--- config.mk ---
export PLATFORM = sky130hd
export DESIGN_NAME = adc_sar_seq_flat
export DESIGN_NICKNAME = d
export VERILOG_FILES = /design/src/rtl/adc_sar_pkg.sv /design/src/rtl/adc_sar_seq_if.sv /design/src/rtl/adc_sar_reg.sv /design/src/rtl/adc_sar_seq.sv /design/src/flat_wrapper.sv
export SDC_FILE = /design/constraint.sdc
export NUM_CORES = 1
export LEC_CHECK = 0
export ABC_AREA = 1
export CAP_MARGIN = 15
export CORE_MARGIN = 2
export CORE_UTILIZATION = 35
export DETAILED_ROUTE_END_ITERATION = 8
export GPL_ROUTABILITY_DRIVEN = 0
export MAX_ROUTING_LAYER = met4
export PLACE_DENSITY = 0.51
export REMOVE_ABC_BUFFERS = 1
export SETUP_SLACK_MARGIN = 0.5
export SYNTH_ARGS = -nofsm -noshare
export SYNTH_HDL_FRONTEND = slang
export SYNTH_SLANG_ARGS = --single-unit
--- constraint.sdc ---
create_clock -name clk -period 4.1 [get_ports clk]
set_clock_uncertainty 0.05 [all_clocks]
set_input_delay 0.82 -clock clk [delete_from_list [all_inputs] [get_ports clk]]
set_output_delay 0.82 -clock clk [all_outputs]
set_load 0.03 [all_outputs]
--- src/rtl/adc_sar_pkg.sv ---
// Shared types and helpers for the oversampling SAR conversion sequencer.
package adc_sar_pkg;

  localparam int N_DEF        = 12;
  localparam int CH_DEF       = 4;
  localparam int T_SAMPLE_DEF = 4;
  localparam int OSR_MAX_DEF  = 4;

  typedef enum logic [2:0] {
    S_IDLE,
    S_SAMPLE,
    S_TRIAL_HI,
    S_TRIAL_LO,
    S_ACCUM
  } sar_state_t;

  function automatic logic [2:0] clamp_osr(input logic [2:0] req, input int lim);
    if (int'(req) > lim) return 3'(lim);
    return req;
  endfunction

  // Next set mask bit strictly after cur, wrapping; cur = n_ch-1 yields the lowest set bit.
  function automatic int next_channel(input logic [31:0] mask, input int cur, input int n_ch);
    int  j;
    int  nxt;
    bit  found;
    nxt   = cur;
    found = 1'b0;
    for (int i = 1; i <= n_ch; i++) begin
      j = cur + i;
      if (j >= n_ch) j = j - n_ch;
      if (!found && mask[j]) begin
        nxt   = j;
        found = 1'b1;
      end
    end
    return nxt;
  endfunction

endpackage

--- src/rtl/adc_sar_seq_if.sv ---
// Analog-core and result-port signals of the SAR sequencer, bundled for the top port.
interface adc_sar_seq_if #(
  parameter int N  = 12,
  parameter int CW = 2
);
  logic          ms_sample;
  logic          ms_clk;
  logic [N-1:0]  ms_dac;
  logic          ms_cmp;
  logic [CW-1:0] ms_chsel;
  logic          res_valid;
  logic          res_ready;
  logic [N-1:0]  res_data;
  logic [CW-1:0] res_ch;

  modport master (
    output ms_sample, ms_clk, ms_dac, ms_chsel, res_valid, res_data, res_ch,
    input  ms_cmp, res_ready
  );

  modport slave (
    input  ms_sample, ms_clk, ms_dac, ms_chsel, res_valid, res_data, res_ch,
    output ms_cmp, res_ready
  );
endinterface

--- src/rtl/adc_sar_reg.sv ---
// Successive-approximation register: trial code plus bit pointer, resolved one bit per decide.
module adc_sar_reg #(
  parameter int N = 12
) (
  input  logic         clk,
  input  logic         rst_n,
  input  logic         clr,
  input  logic         load,
  input  logic         trial,
  input  logic         decide,
  input  logic         cmp,
  output logic [N-1:0] code,
  output logic         done
);

  localparam int IW = (N > 1) ? $clog2(N) : 1;

  logic [N-1:0]  code_q, code_nxt;
  logic [IW-1:0] idx_q, idx_nxt;

  always_comb begin
    code_nxt = code_q;
    idx_nxt  = idx_q;
    if (clr) begin
      code_nxt = '0;
      idx_nxt  = '0;
    end else if (load) begin
      code_nxt        = '0;
      code_nxt[N-1]   = 1'b1;
      idx_nxt         = IW'(N - 1);
    end else begin
      if (decide && !cmp) code_nxt[idx_q] = 1'b0;
      if (trial && idx_q != '0) begin
        idx_nxt           = idx_q - IW'(1);
        code_nxt[idx_nxt] = 1'b1;
      end
    end
  end

  always_ff @(posedge clk or negedge rst_n) begin
    if (!rst_n) begin
      code_q <= '0;
      idx_q  <= '0;
    end else begin
      code_q <= code_nxt;
      idx_q  <= idx_nxt;
    end
  end

  assign code = code_q;
  assign done = (idx_q == '0);

endmodule

--- src/rtl/adc_sar_seq.sv ---
// Multi-channel oversampling SAR sequencer: scans ch_mask, averages 2^osr conversions per channel.
//   state      | meaning
//   S_IDLE     | waiting for start with a non-empty mask
//   S_SAMPLE   | track phase, ms_sample high for T_SAMPLE cycles
//   S_TRIAL_HI | comparator strobe high, trial code on ms_dac
//   S_TRIAL_LO | strobe low (comparator fires), bit resolved at cycle end
//   S_ACCUM    | add code to accumulator, emit average after the last conversion
module adc_sar_seq
  import adc_sar_pkg::*;
#(
  parameter int N        = N_DEF,
  parameter int CH       = CH_DEF,
  parameter int T_SAMPLE = T_SAMPLE_DEF,
  parameter int OSR_MAX  = OSR_MAX_DEF
) (
  input  logic          clk,
  input  logic          rst_n,
  input  logic          start,
  input  logic          abort,
  input  logic          cont,
  input  logic [CH-1:0] ch_mask,
  input  logic [2:0]    osr_log2,
  output logic          busy,
  output logic          ovr,
  adc_sar_seq_if.master bus
);

  localparam int CW      = (CH > 1) ? $clog2(CH) : 1;
  localparam int AW      = N + OSR_MAX;
  localparam int KW      = (OSR_MAX > 0) ? OSR_MAX : 1;
  localparam int TW      = (T_SAMPLE > 1) ? $clog2(T_SAMPLE) : 1;
  localparam int OSR_CAP = (OSR_MAX > 7) ? 7 : OSR_MAX;

  sar_state_t    state_q, state_nxt;
  logic [TW-1:0] smp_cnt_q;
  logic [KW-1:0] conv_left_q;
  logic [AW-1:0] acc_q;
  logic          cont_q;
  logic [CH-1:0] mask_q;
  logic [2:0]    osr_q;
  logic [CW-1:0] ch_q;

  logic          res_valid_q, ovr_q;
  logic [N-1:0]  res_data_q;
  logic [CW-1:0] res_ch_q;

  logic          sar_clr, sar_load, sar_trial, sar_decide, sar_done;
  logic [N-1:0]  sar_code;

  logic [2:0]    osr_in;
  logic [KW-1:0] load_start, load_next;
  logic [CW-1:0] first_ch, nxt_ch;
  logic          scan_wrap, last_conv, res_load;
  logic [AW-1:0] acc_sum;
  logic [N-1:0]  avg;

  adc_sar_reg #(.N(N)) u_sar (
    .clk    (clk),
    .rst_n  (rst_n),
    .clr    (sar_clr),
    .load   (sar_load),
    .trial  (sar_trial),
    .decide (sar_decide),
    .cmp    (bus.ms_cmp),
    .code   (sar_code),
    .done   (sar_done)
  );

  assign osr_in     = clamp_osr(osr_log2, OSR_CAP);
  assign load_start = KW'((32'd1 << osr_in) - 32'd1);
  assign load_next  = KW'((32'd1 << osr_q) - 32'd1);
  assign first_ch   = CW'(next_channel(32'(ch_mask), CH - 1, CH));
  assign nxt_ch     = CW'(next_channel(32'(mask_q), int'(ch_q), CH));
  // A non-increasing next index means the scan has passed its last masked channel.
  assign scan_wrap  = (nxt_ch <= ch_q);
  assign last_conv  = (conv_left_q == '0);
  assign acc_sum    = acc_q + AW'(sar_code);
  assign avg        = N'(acc_sum >> osr_q);
  assign res_load   = (state_q == S_ACCUM) && last_conv && !abort;

  always_ff @(posedge clk or negedge rst_n) begin
    if (!rst_n) state_q <= S_IDLE;
    else        state_q <= state_nxt;
  end

  always_comb begin
    state_nxt  = state_q;
    sar_clr    = 1'b0;
    sar_load   = 1'b0;
    sar_trial  = 1'b0;
    sar_decide = 1'b0;
    if (abort) begin
      state_nxt = S_IDLE;
      sar_clr   = 1'b1;
    end else begin
      case (state_q)
        S_IDLE: begin
          sar_clr = 1'b1;
          if (start && ch_mask != '0) state_nxt = S_SAMPLE;
        end
        S_SAMPLE: begin
          if (smp_cnt_q == '0) begin
            sar_load  = 1'b1;
            state_nxt = S_TRIAL_HI;
          end
        end
        S_TRIAL_HI: state_nxt = S_TRIAL_LO;
        S_TRIAL_LO: begin
          sar_decide = 1'b1;
          if (sar_done) begin
            state_nxt = S_ACCUM;
          end else begin
            sar_trial = 1'b1;
            state_nxt = S_TRIAL_HI;
          end
        end
        S_ACCUM: begin
          sar_clr = 1'b1;
          if (!last_conv || cont_q || !scan_wrap) state_nxt = S_SAMPLE;
          else                                    state_nxt = S_IDLE;
        end
        default: state_nxt = S_IDLE;
      endcase
    end
  end

  always_ff @(posedge clk or negedge rst_n) begin
    if (!rst_n) begin
      smp_cnt_q   <= '0;
      conv_left_q <= '0;
      acc_q       <= '0;
      cont_q      <= 1'b0;
      mask_q      <= '0;
      osr_q       <= '0;
      ch_q        <= '0;
    end else begin
      if (state_q != S_SAMPLE && state_nxt == S_SAMPLE)
        smp_cnt_q <= TW'(T_SAMPLE - 1);
      else if (state_q == S_SAMPLE && smp_cnt_q != '0)
        smp_cnt_q <= smp_cnt_q - TW'(1);

      if (abort) begin
        acc_q       <= '0;
        conv_left_q <= '0;
      end else begin
        case (state_q)
          S_IDLE: begin
            if (start && ch_mask != '0) begin
              cont_q      <= cont;
              mask_q      <= ch_mask;
              osr_q       <= osr_in;
              ch_q        <= first_ch;
              conv_left_q <= load_start;
              acc_q       <= '0;
            end
          end
          S_ACCUM: begin
            if (!last_conv) begin
              acc_q       <= acc_sum;
              conv_left_q <= conv_left_q - KW'(1);
            end else begin
              acc_q       <= '0;
              conv_left_q <= load_next;
              if (!scan_wrap || cont_q) ch_q <= nxt_ch;
            end
          end
          default: ;
        endcase
      end
    end
  end

  // Single-entry result holder; the sequencer never waits, so an unread entry is overwritten.
  always_ff @(posedge clk or negedge rst_n) begin
    if (!rst_n) begin
      res_valid_q <= 1'b0;
      res_data_q  <= '0;
      res_ch_q    <= '0;
      ovr_q       <= 1'b0;
    end else if (res_load) begin
      res_valid_q <= 1'b1;
      res_data_q  <= avg;
      res_ch_q    <= ch_q;
      ovr_q       <= res_valid_q && !bus.res_ready;
    end else begin
      ovr_q <= 1'b0;
      if (res_valid_q && bus.res_ready) res_valid_q <= 1'b0;
    end
  end

  assign busy          = (state_q != S_IDLE);
  assign ovr           = ovr_q;
  assign bus.ms_sample = (state_q == S_SAMPLE);
  assign bus.ms_clk    = (state_q == S_TRIAL_HI);
  assign bus.ms_dac    = sar_code;
  assign bus.ms_chsel  = ch_q;
  assign bus.res_valid = res_valid_q;
  assign bus.res_data  = res_data_q;
  assign bus.res_ch    = res_ch_q;

endmodule

--- src/flat_wrapper.sv ---
// flat-port wrapper written by rule: the top's interface ports become plain ports
module adc_sar_seq_flat import adc_sar_pkg::*;
#(
  parameter int N        = N_DEF,
  parameter int CH       = CH_DEF,
  parameter int T_SAMPLE = T_SAMPLE_DEF,
  parameter int OSR_MAX  = OSR_MAX_DEF
)
  (clk, rst_n, start, abort, cont, ch_mask, osr_log2, busy, ovr, bus_ms_sample, bus_ms_clk, bus_ms_dac, bus_ms_chsel, bus_res_valid, bus_res_data, bus_res_ch, bus_ms_cmp, bus_res_ready);
  adc_sar_seq_if #(.N(N), .CW((2))) bus_i ();
  input  logic clk;
  input  logic rst_n;
  input  logic start;
  input  logic abort;
  input  logic cont;
  input  logic [CH-1:0] ch_mask;
  input  logic [2:0] osr_log2;
  output logic busy;
  output logic ovr;
  output wire logic [$bits(bus_i.ms_sample)-1:0] bus_ms_sample;
  output wire logic [$bits(bus_i.ms_clk)-1:0] bus_ms_clk;
  output wire logic [$bits(bus_i.ms_dac)-1:0] bus_ms_dac;
  output wire logic [$bits(bus_i.ms_chsel)-1:0] bus_ms_chsel;
  output wire logic [$bits(bus_i.res_valid)-1:0] bus_res_valid;
  output wire logic [$bits(bus_i.res_data)-1:0] bus_res_data;
  output wire logic [$bits(bus_i.res_ch)-1:0] bus_res_ch;
  input wire logic [$bits(bus_i.ms_cmp)-1:0] bus_ms_cmp;
  input wire logic [$bits(bus_i.res_ready)-1:0] bus_res_ready;
  assign bus_ms_sample = bus_i.ms_sample;
  assign bus_ms_clk = bus_i.ms_clk;
  assign bus_ms_dac = bus_i.ms_dac;
  assign bus_ms_chsel = bus_i.ms_chsel;
  assign bus_res_valid = bus_i.res_valid;
  assign bus_res_data = bus_i.res_data;
  assign bus_res_ch = bus_i.res_ch;
  assign bus_i.ms_cmp = bus_ms_cmp;
  assign bus_i.res_ready = bus_res_ready;
  adc_sar_seq #(.N(N), .CH(CH), .T_SAMPLE(T_SAMPLE), .OSR_MAX(OSR_MAX)) u_core (.clk(clk), .rst_n(rst_n), .start(start), .abort(abort), .cont(cont), .ch_mask(ch_mask), .osr_log2(osr_log2), .busy(busy), .ovr(ovr), .bus(bus_i));
endmodule
==> metrics.cfg <==
[setup_path]
ff2ff_path_depth = 18
start_kind = flop
crit_fanout = 16
end_kind = flop
cp.required_ps = 4330
cp.arrival_ps = 3410
path_class = flop to flop

[placement]
portBuffers = 46
dpl_worst_slack_ps = 945
hpwl_um = 9950

[timing]
worst_slack_ps = 918
min_period_ps = 3180
worst_pin_slew_ps = 854
setup_viol = 0
rsz0062_at_grt = false
fmaxAchievable_ghz = 0.314
slew_headroom = 0.430
setup_tns_ps = 0
fin_crit_sh = 0.776
final_hold_viol_count = 0
slew_viol_final = 0

[die]
fp.dieW_um = 121
start_util = 0.360
io_pins = 47
fp.dieH_um = 121
die_area_sq_um = 14700
core_region_area_sq_um = 13300
fp-row-count = 42

[detailed_routing]
drc = 0
wl_per_cell_um = 14.1
via_count = 4650
ant_nets = 0
drt_iter0_markers = 270
firstDrtPassIters = 5
drt-total-wl_um = 13100
via_per_inst = 4.99

[status]
status = finished clean

[yosys]
synth.avg_cell_area_sq_um = 6.80
syn_area_sq_um = 4810
ys_seq_area_frac = 0.349
synthDominantCellAreaShare = 0.349
netlist_instances = 707
synth-edff-count = 0
async_flop_share = 1.00
synth_area_leaders = dfrtp_1 (35%), nand2_1 (15%), nand3_1 (10%)
synth_cell_type_count = 38
synth-main-ff-cell = dfrtp_1
ys_ff_latch = 67
yosysTopAreaCell = dfrtp_1
synth_common_cells = nand2_1 (190), inv_1 (111), nand3_1 (97)
yosysMostFrequentCell = nand2_1
yosys_warnings = 0

[grt]
grt_usage = 0.196
grt_pass1_vias = 4537
grt_max_degree = 68
antenna_found_initial = 0
overflow = 0
grt_first_pass_wirelength_um = 22100

[clock_network]
cts_buffer_depth = 2
cts_setup_buffers = 0
cts_buffers = 9
hold_buffers = 0
cts.sinks = 67
cts_resized = 0
clock_latency_ps = 340
clk_pin_slew_ps = 60
htree_levels = 3
cts_tree = done
cts-root-buf = clkbuf_16

[finish]
fillers = 1434
seqCellArea_sq_um = 1680
area_delta_synth_final_pct = 18.6
drive_gt1_frac = 0.0437
antennaDiodeCount = 0
multi_input_area_sq_um = 2620
final_nets = 790

[worst_hold_path]
hold-path-cell-count = 2
hp-class = flop to flop

[run]
drv_cap = 0

[power_and_ir_drop]
power_leakage_nw = 2.82
vdd_drop_max_mv = 0.313
powerDensity_nw_per_um2 = 388
p_total_mw = 2.21

## final timing paths
path | from | to | slack, ps
worst min-delay path | u_core.bus.res_data[3]$_DFFE_PN0P_ | u_core.bus.res_data[3]$_DFFE_PN0P_ | 430
max in group asynchronous | rst_n | u_core.bus.res_data[0]$_DFFE_PN0P_ | 2820
min in group asynchronous | rst_n | u_core.acc_q[11]$_DFFE_PN0P_ | 630
worst max register to register | u_core.bus.ms_chsel[0]$_DFFE_PN0P_ | u_core.bus.ms_chsel[0]$_DFFE_PN0P_ | 920
worst min register to register | u_core.bus.res_data[3]$_DFFE_PN0P_ | u_core.bus.res_data[3]$_DFFE_PN0P_ | 430
worst max-delay path | u_core.bus.ms_chsel[0]$_DFFE_PN0P_ | u_core.bus.ms_chsel[0]$_DFFE_PN0P_ | 920
## report_power, final
group	leakage (nW)	switching, mW	total [mW]	internal [mW]
Clock	0.139	0.310	0.736	0.425
Combinational	1.79	0.439	0.678	0.239
Sequential	0.893	0.0780	0.796	0.718
Total	2.82	0.828	2.21	1.38
## layout by cell type, fill, tap and decap left out, drive strengths merged, types with 13 or more instances in the layout
| master | synthesis | routed |
|---|---|---|
| nand4 | 13 | 13 |
| nand3 | 97 | 97 |
| inv | 116 | 117 |
| clkdlybuf4s50 | 0 | 45 |
| nand2 | 191 | 191 |
| nor2 | 69 | 69 |
| o21ai | 27 | 27 |
| dfrtp | 67 | 67 |
| ha | 25 | 25 |
| o22ai | 20 | 20 |
| a21oi | 20 | 20 |
## metal layers
metal  GRT usage  routed length, um
met5           -                  0
met3      0.0418                450
met4      0.0503                128
met1       0.244               6080
met2       0.327               6450
## layout make-up
type	count	share of cell area
clock buffer	10	0.0419
clock inverter	6	0.00702
inverter	116	0.0768
multi-input combinational	508	0.459
sequential	67	0.294
tap	176	0.0386
timing repair buffer	48	0.0825
## state kept, by name (all words and copies together) (netlist names), 2 cells and up
name,cells
u_core.smp_cnt_q,2
u_core.bus.res_ch,2
u_core.conv_left_q,4
u_core.mask_q,4
u_core.u_sar.code,12
u_core.acc_q,16
u_core.osr_q,3
u_core.bus.res_data,12
u_core.bus.ms_chsel,2
u_core.u_sar.idx_q,4
u_core.state_q,3
## worst max-delay path: stages, from the launching register on
cell and delay [ps]:
dfrtp_1 630, inv_1 150, ha_1 360, inv_1 80, nand2_1 70, nand2_1 50
o21ai_1 210, nand3_1 150, nand2_1 100, xor2_1 190, inv_1 60, ha_1 180
o21ai_0 180, a21oi_1 100, nand2_1 60, o2111ai_1 180, a21oi_1 170, o21ai_0 90
nand2_1 60
## cell families after synthesis
group	after synthesis	synth area share
AO/OA/AOI/OAI	90	0.112
XOR/XNOR	8	0.0146
adder cells (fa/ha/maj)	26	0.0693
buffers and inverters	132	0.107
flip-flops	67	0.349
AND/OR/NAND/NOR	384	0.348
## stage by stage
step	cell area, sq um	util	hold slack, ps	cells
after global routing	5700	0.427	462	931
final	5700	0.427	427	931
after CTS	5700	0.427	431	931
after floorplan	4730	-	400	691
after detailed placement	5420	0.406	415	915
after global placement	5420	0.406	418	915
Note: power is estimated with default switching activity, not from simulation.
